### src/rtl/beat_sequencer_if.sv
// -----------------------------------------------------------------------------
// beat_sequencer_if
//
// Purpose: bundles the command inputs and beat-index outputs of the beat
// sequencer. The sequencer drives the beat side. The button/one-pulse logic
// (or a testbench) drives the command side.
//
// Signals:
//   start, stop, pause : one-cycle command pulses into the sequencer
//   loop               : level, wrap the score instead of finishing
//   tempo_sel [1:0]    : tempo select (0/3 nominal, 1 double, 2 half)
//   ibeatNum [BEAT_W]  : current beat index to the score ROMs
//   en                 : high only while playing
//   beat_tick          : one-cycle pulse when a new ibeatNum appears
//   done               : one-cycle pulse when a non-looping score ends
//   state [1:0]        : 0 IDLE, 1 PLAY, 2 PAUSE, 3 COUNTIN
//   countin            : high during the optional count-in
//
// Modports:
//   master : sequencer side (commands in, beat index out)
//   slave  : controller side (commands out, beat index in)
// -----------------------------------------------------------------------------
interface beat_sequencer_if #(
  parameter int BEAT_W = 12
);
  logic              start;
  logic              stop;
  logic              pause;
  logic              loop;
  logic [1:0]        tempo_sel;
  logic [BEAT_W-1:0] ibeatNum;
  logic              en;
  logic              beat_tick;
  logic              done;
  logic [1:0]        state;
  logic              countin;

  modport master (
    input  start, stop, pause, loop, tempo_sel,
    output ibeatNum, en, beat_tick, done, state, countin
  );

  modport slave (
    output start, stop, pause, loop, tempo_sel,
    input  ibeatNum, en, beat_tick, done, state, countin
  );
endinterface

### src/rtl/beat_sequencer.sv
// -----------------------------------------------------------------------------
// beat_sequencer
//
// Purpose: initiator of the beat-indexed score interface. It divides the
// system clock into beat periods at a selectable tempo. It steps ibeatNum from
// 0 to LEN-1 and runs a play/pause/stop state machine with optional looping.
// The tone-lookup ROMs downstream are pure functions of ibeatNum. They play
// silence whenever en is low.
//
// Parameters:
//   CLK_FREQ : system clock in Hz
//   BEAT_HZ  : beats per second at nominal tempo (DIV = CLK_FREQ/BEAT_HZ)
//   LEN      : beats per score (2..4096)
//   BEAT_W   : width of the beat index
//
// Ports:
//   clk  : system clock
//   rst  : synchronous, active-high reset
//   bus  : beat_sequencer_if.master (commands in, beat index/status out)
//
// Optional feature macro: BEAT_SEQUENCER_COUNTIN_EN
//   When defined, start from IDLE first runs four count-in beats (COUNTIN
//   state, countin = 1, beat_tick on each count) before playback begins.
//   When undefined, countin is tied low and start goes straight to PLAY.
//
// All outputs are registered.
// -----------------------------------------------------------------------------
module beat_sequencer #(
  parameter int CLK_FREQ = 100000000,
  parameter int BEAT_HZ  = 8,
  parameter int LEN      = 64,
  parameter int BEAT_W   = 12
) (
  input  logic             clk,
  input  logic             rst,
  beat_sequencer_if.master bus
);

  // Clocks per beat for each tempo. The fast period rounds down and never
  // drops below one clock.
  localparam logic [31:0] DIV      = 32'(CLK_FREQ / BEAT_HZ);
  localparam logic [31:0] DIV_FAST = ((DIV >> 1) == 32'd0) ? 32'd1 : (DIV >> 1);
  localparam logic [31:0] DIV_SLOW = DIV << 1;

  localparam logic [BEAT_W-1:0] LAST_BEAT = BEAT_W'(LEN - 1);

  typedef enum logic [1:0] {
    IDLE    = 2'd0,
    PLAY    = 2'd1,
    PAUSE   = 2'd2,
    COUNTIN = 2'd3
  } state_t;

  state_t            state_q, state_d;
  logic [31:0]       div_q, div_d;
  logic [31:0]       period_q, period_d;
  logic [BEAT_W-1:0] beat_q, beat_d;
  logic              tick_q, tick_d;
  logic              done_q, done_d;
  logic              en_q;
  logic              terminal;

`ifdef BEAT_SEQUENCER_COUNTIN_EN
  logic [1:0]        cnt_q, cnt_d;
  logic              countin_q;
`endif

  // Map the tempo select onto a beat period. Codes 0 and 3 are both nominal.
  function automatic logic [31:0] tempo_period(input logic [1:0] sel);
    case (sel)
      2'd1:    tempo_period = DIV_FAST;
      2'd2:    tempo_period = DIV_SLOW;
      default: tempo_period = DIV;
    endcase
  endfunction

  // The divider is on the last clock of the current beat.
  assign terminal = (div_q == (period_q - 32'd1));

  // Next-state logic. Commands are checked in the order stop, start, pause,
  // so a command always beats a terminal count in the same cycle. The period
  // is re-latched only at beat boundaries. A tempo change therefore never
  // shortens or stretches the beat that is already playing.
  always_comb begin
    state_d  = state_q;
    div_d    = div_q;
    period_d = period_q;
    beat_d   = beat_q;
    tick_d   = 1'b0;
    done_d   = 1'b0;
`ifdef BEAT_SEQUENCER_COUNTIN_EN
    cnt_d    = cnt_q;
`endif

    case (state_q)
      IDLE: begin
        div_d  = '0;
        beat_d = '0;
        if (bus.start && !bus.stop) begin
          period_d = tempo_period(bus.tempo_sel);
`ifdef BEAT_SEQUENCER_COUNTIN_EN
          state_d  = COUNTIN;
          cnt_d    = 2'd0;
`else
          state_d  = PLAY;
`endif
        end
      end

      PLAY: begin
        if (bus.stop) begin
          state_d = IDLE;
          div_d   = '0;
          beat_d  = '0;
        end else if (bus.start) begin
          // A restart jumps back to beat 0 without announcing a new beat.
          div_d  = '0;
          beat_d = '0;
        end else if (bus.pause) begin
          // Freeze before any increment. A pending terminal count fires on
          // the first PLAY cycle after resume.
          state_d = PAUSE;
        end else if (terminal) begin
          div_d    = '0;
          period_d = tempo_period(bus.tempo_sel);
          if (beat_q == LAST_BEAT) begin
            beat_d = '0;
            if (bus.loop) begin
              tick_d = 1'b1;
            end else begin
              state_d = IDLE;
              done_d  = 1'b1;
            end
          end else begin
            beat_d = beat_q + BEAT_W'(1);
            tick_d = 1'b1;
          end
        end else begin
          div_d = div_q + 32'd1;
        end
      end

      PAUSE: begin
        if (bus.stop) begin
          state_d = IDLE;
          div_d   = '0;
          beat_d  = '0;
        end else if (bus.start || bus.pause) begin
          // Resume from the frozen divider value. The terminal compare runs
          // again on the next cycle, not on this one.
          state_d = PLAY;
        end
      end

      COUNTIN: begin
`ifdef BEAT_SEQUENCER_COUNTIN_EN
        beat_d = '0;
        if (bus.stop) begin
          state_d = IDLE;
          div_d   = '0;
        end else if (terminal) begin
          div_d  = '0;
          tick_d = 1'b1;
          if (cnt_q == 2'd3) begin
            state_d = PLAY;
          end else begin
            cnt_d = cnt_q + 2'd1;
          end
        end else begin
          div_d = div_q + 32'd1;
        end
`else
        // This state is unreachable in this build. Recover to IDLE.
        state_d = IDLE;
        div_d   = '0;
        beat_d  = '0;
`endif
      end

      default: begin
        state_d = IDLE;
        div_d   = '0;
        beat_d  = '0;
      end
    endcase
  end

  // State and output registers. en and countin are derived from the next
  // state, so they line up with the state output on the same cycle.
  always_ff @(posedge clk) begin
    if (rst) begin
      state_q  <= IDLE;
      div_q    <= '0;
      period_q <= DIV;
      beat_q   <= '0;
      tick_q   <= 1'b0;
      done_q   <= 1'b0;
      en_q     <= 1'b0;
    end else begin
      state_q  <= state_d;
      div_q    <= div_d;
      period_q <= period_d;
      beat_q   <= beat_d;
      tick_q   <= tick_d;
      done_q   <= done_d;
      en_q     <= (state_d == PLAY);
    end
  end

`ifdef BEAT_SEQUENCER_COUNTIN_EN
  // Count-in beat counter and its status flag.
  always_ff @(posedge clk) begin
    if (rst) begin
      cnt_q     <= 2'd0;
      countin_q <= 1'b0;
    end else begin
      cnt_q     <= cnt_d;
      countin_q <= (state_d == COUNTIN);
    end
  end

  assign bus.countin = countin_q;
`else
  assign bus.countin = 1'b0;
`endif

  assign bus.ibeatNum  = beat_q;
  assign bus.en        = en_q;
  assign bus.beat_tick = tick_q;
  assign bus.done      = done_q;
  assign bus.state     = state_q;

endmodule
### src/flat_wrapper.sv
// flat-port wrapper written by rule: the top's interface ports become plain ports
module beat_sequencer_flat 
#(
  parameter int CLK_FREQ = 100000000,
  parameter int BEAT_HZ  = 8,
  parameter int LEN      = 64,
  parameter int BEAT_W   = 12
)
  (clk, rst, bus_start, bus_stop, bus_pause, bus_loop, bus_tempo_sel, bus_ibeatNum, bus_en, bus_beat_tick, bus_done, bus_state, bus_countin);
  beat_sequencer_if #(.BEAT_W(BEAT_W)) bus_i ();
  input  logic clk;
  input  logic rst;
  input wire logic [$bits(bus_i.start)-1:0] bus_start;
  input wire logic [$bits(bus_i.stop)-1:0] bus_stop;
  input wire logic [$bits(bus_i.pause)-1:0] bus_pause;
  input wire logic [$bits(bus_i.loop)-1:0] bus_loop;
  input wire logic [$bits(bus_i.tempo_sel)-1:0] bus_tempo_sel;
  output wire logic [$bits(bus_i.ibeatNum)-1:0] bus_ibeatNum;
  output wire logic [$bits(bus_i.en)-1:0] bus_en;
  output wire logic [$bits(bus_i.beat_tick)-1:0] bus_beat_tick;
  output wire logic [$bits(bus_i.done)-1:0] bus_done;
  output wire logic [$bits(bus_i.state)-1:0] bus_state;
  output wire logic [$bits(bus_i.countin)-1:0] bus_countin;
  assign bus_i.start = bus_start;
  assign bus_i.stop = bus_stop;
  assign bus_i.pause = bus_pause;
  assign bus_i.loop = bus_loop;
  assign bus_i.tempo_sel = bus_tempo_sel;
  assign bus_ibeatNum = bus_i.ibeatNum;
  assign bus_en = bus_i.en;
  assign bus_beat_tick = bus_i.beat_tick;
  assign bus_done = bus_i.done;
  assign bus_state = bus_i.state;
  assign bus_countin = bus_i.countin;
  beat_sequencer #(.CLK_FREQ(CLK_FREQ), .BEAT_HZ(BEAT_HZ), .LEN(LEN), .BEAT_W(BEAT_W)) u_core (.clk(clk), .rst(rst), .bus(bus_i));
endmodule
### config.mk
export PLATFORM = sky130hd
export DESIGN_NAME = beat_sequencer_flat
export DESIGN_NICKNAME = d
export VERILOG_FILES = /design/src/rtl/beat_sequencer_if.sv /design/src/rtl/beat_sequencer.sv /design/src/flat_wrapper.sv
export SDC_FILE = /design/constraint.sdc
export NUM_CORES = 1
export LEC_CHECK = 0
export CELL_PAD_IN_SITES_DETAIL_PLACEMENT = 1
export CELL_PAD_IN_SITES_GLOBAL_PLACEMENT = 1
export CORE_MARGIN = 8
export CORE_UTILIZATION = 40
export DETAILED_ROUTE_END_ITERATION = 7
export PLACE_DENSITY = 0.77
export SLEW_MARGIN = 5
export SYNTH_ARGS = -nofsm -noshare
export SYNTH_HDL_FRONTEND = slang
export SYNTH_SLANG_ARGS = --single-unit
export TNS_END_PERCENT = 5
### constraint.sdc
create_clock -name clk -period 2.3 [get_ports clk]
set_input_delay 0.23 -clock clk [delete_from_list [all_inputs] [get_ports clk]]
set_output_delay 0.23 -clock clk [all_outputs]
set_load 0.01 [all_outputs]
==> results.yml <==
outcome:
  outcome: "finished clean"
grt:
  track_usage_pct: 15.4
  grt_pass1_vias: 2990
  antenna_found_initial: 0
  grt_max_degree: 33
  grt_pass1_wl_um: 14200
  overflow: 0
synthesis:
  synth_top_flop_cell: "dfxtp_1"
  ys_warn_count: 0
  netlist_area_mm2: 0.00313
  synth_cell_types: 55
  syn_avg_cell_area_um2: 8.38
  synth.area.top_cells: "dfxtp_1 (35%), nor2_1 (6.6%), xnor2_1 (6.4%), nand3_1 (6.1%), xor2_1 (4.8%)"
  yosysSeqAreaShare_pct: 35.2
  synth_edf_count: 0
  synthArstFlopShare_pct: 0
  synth_commonest_cells: "dfxtp_1 (55), nor2_1 (55), nand3_1 (38)"
  syn-num-nets: 389
  ys_ff_latch: 55
  yosysTopAreaCell: "dfxtp_1"
  syn_inst: 373
  synth_top_area_share_pct: 35.2
floorplanning:
  io_pins: 26
  die-area_mm2: 0.0109
  core_area_mm2: 0.00765
  start_util_pct: 40.9
  die_h_um: 104
  die_x_um: 104
  num_rows: 32
clock_tree:
  clock_path_buffers: 2
  h-tree-depth: 2
  clk_latency_ns: 0.31
  cts_root_buf: "clkbuf_8"
  cts_buffers: 5
  path_clk_slew_ns: 0.10
  cts_sinks: 55
  cts_tree: "yes"
layout:
  design_area_mm2: 0.00384
  drive_gt1_share_pct: 16.4
  n_antenna_cell: 0
  stdcell_count: 529
  area_delta_synth_final_pct: 22.9
  final_nets: 442
  register_area_mm2: 0.00110
  multi_input_area_mm2: 0.00195
  nFillCells: 926
sta:
  holdWs_ns: 0.482
  hold_viol_final: 0
  totalNegativeSetupSlack_ns: 0
  post-route-period-util_pct: 97.6
  fmaxAchievable_mhz: 446
  rsz0062_at_grt: "yes"
  final-setup-viol-count: 0
  finalClockSkew_ns: 0.0105
  min_period_ns: 2.24
  slew_violations: 0
setup_path:
  critPathCapture: "u_core.bus.ibeatNum[10]"
  critPathKind: "register to register"
  r2r_cells: 7
  cp_max_fo: 6
  path_buf_inv: 1
  critPathLaunch: "u_core.div_q[31]"
  required_ns: 2.56
  cpMaxStageDelayCell: "or4b_1"
  cp-end-kind: "register"
  start_kind: "register"
  critical-path-top-delay-family: "simple AND/OR/NAND/NOR gates"
  reg2reg_from: "u_core.div_q[31]"
  crit_chain: "or4b_1, a211oi_2, o2111a_2, o2111ai_1, buf_4, or3_1, nand3_1"
  cp.depth: 7
  cp.arrival_ns: 2.50
  max_stage_delay_ns: 0.55
  r2r-end: "u_core.bus.ibeatNum[10]"
  reg2reg_slack_ns: 0.06
drt:
  drt-total-wl_um: 8450
  drt_iter0_markers: 48
  vias: 2849
  drt_drc_violations_left: 0
  routed_via_density: 5.39
  drtAntennaViolNets: 0
  wl_per_cell_um: 16.0
  first_pass_iters: 4
placed_design:
  dp_hpwl_um: 6390
  dp.cells: 519
  io_buffers: 24
  place_area_mm2: 0.00368
  gp_congestion: 0.841
power_and_ir_drop:
  peakVddDrop_uv: 189
  p_leak_nw: 1.40
  p_per_area_mw_per_mm2: 423
hold_path:
  min_path_type: "register to register"
job:
  max_cap_violations: 0
==> registers in the layout (all words and copies together) (netlist names) <==
name and cells:
u_core.bus.beat_tick 1, u_core.bus.done 1, u_core.bus.en 1, u_core.bus.ibeatNum 12, u_core.bus.state 2, u_core.div_q 32, u_core.period_q 6
==> per-stage QoR <==
stage                     util, %  total power, W  worst slack, ns
after global placement       48.2         0.00110          -0.0983
after floorplan                 -         0.00105           0.0355
after global routing         50.2         0.00170          -0.0171
final                        50.2         0.00163           0.0561
after CTS                    49.3         0.00165           0.0268
after detailed placement     48.2         0.00111           -0.133
==> cells by family (layout without fill, tap and decap cells) <==
family	Yosys count	count (layout)	synth area share [%]
adders and majority gates	8	8	3.20
muxes	9	9	2.92
buffers and inverters	28	82	4.36
DFF	55	55	35.2
and+or+nand+nor	191	191	32.7
xor gates and xnor gates	40	40	11.2
AOI/OAI and AO/OA	41	41	10.2
other	1	1	0.120
==> layer usage <==
metal | GRT usage (%) | share of wire [%] | wire length, um | up-vias
met4 | 4.45 | 1.0 | 87 | 0
met2 | 27.3 | 51 | 4270 | 36
met3 | 2.73 | 2.2 | 185 | 9
met1 | 18.4 | 46 | 3900 | 1396
met5 | 0 | 0 | 0 | -
li1 | - | - | - | 1408
==> cell usage in the layout, fill, tap and decap left out, types with 9 or more instances in the layout <==
cell,instances
nor2_1,55
dfxtp_1,53
nand3_1,38
buf_4,35
nand2_1,28
clkdlybuf4s50_1,24
xnor2_1,23
xor2_1,17
inv_1,14
and3_1,13
nand4_1,9
o21ai_0,9
==> where the power goes <==
group | internal [W] | switching [W] | leakage [nW] | total, W
registers | 0.000958 | 0.00000613 | 0.445 | 0.000964
clock network | 0.000214 | 0.000325 | 0.0412 | 0.000539
logic | 0.0000575 | 0.0000650 | 0.914 | 0.000122
total | 0.00123 | 0.000396 | 1.40 | 0.00163
==> repair_timing <==
| action | in CTS | in global routing |
|---|---|---|
| hold buffers | 0 | 0 |
| pin swaps | 0 | 4 |
| setup endpoints to repair | 19 | 50 |
| buffers inserted | 0 | 2 |
| gates resized for setup | 1 | 12 |
==> cell type report <==
type / instances / share of cell area, %
clock buffers: 6 / 1.89
clock inverters: 2 / 0.326
inverters: 14 / 1.37
multi-input cells: 290 / 50.8
flip-flops and latches: 55 / 28.7
well taps: 102 / 3.32
repair buffers: 60 / 13.6
==> how the worst min path moves through the flow <==
| stage | startpoint | end | slack, ns | cells past startpoint |
|---|---|---|---|---|
| final | u_core.div_q[1] | u_core.div_q[1] | 0.48 | 2 |
| after global routing | bus_loop | u_core.bus.done | 0.51 | 2 |
| after CTS | u_core.div_q[1] | u_core.div_q[1] | 0.48 | 2 |
| after detailed placement | u_core.div_q[1] | u_core.div_q[1] | 0.47 | 2 |
| after global placement | u_core.div_q[1] | u_core.div_q[1] | 0.46 | 2 |
| after floorplan | bus_start | u_core.bus.state[1] | 0.31 | 1 |
==> worst register-to-register path: stages (launching register included) <==
cell and delay, ns:
dfxtp_1 0.33, or4b_1 0.55, a211oi_2 0.26, o2111a_2 0.32, o2111ai_1 0.14, buf_4 0.20
or3_1 0.31, nand3_1 0.08
No activity file was read; power rests on OpenSTA's default activity.
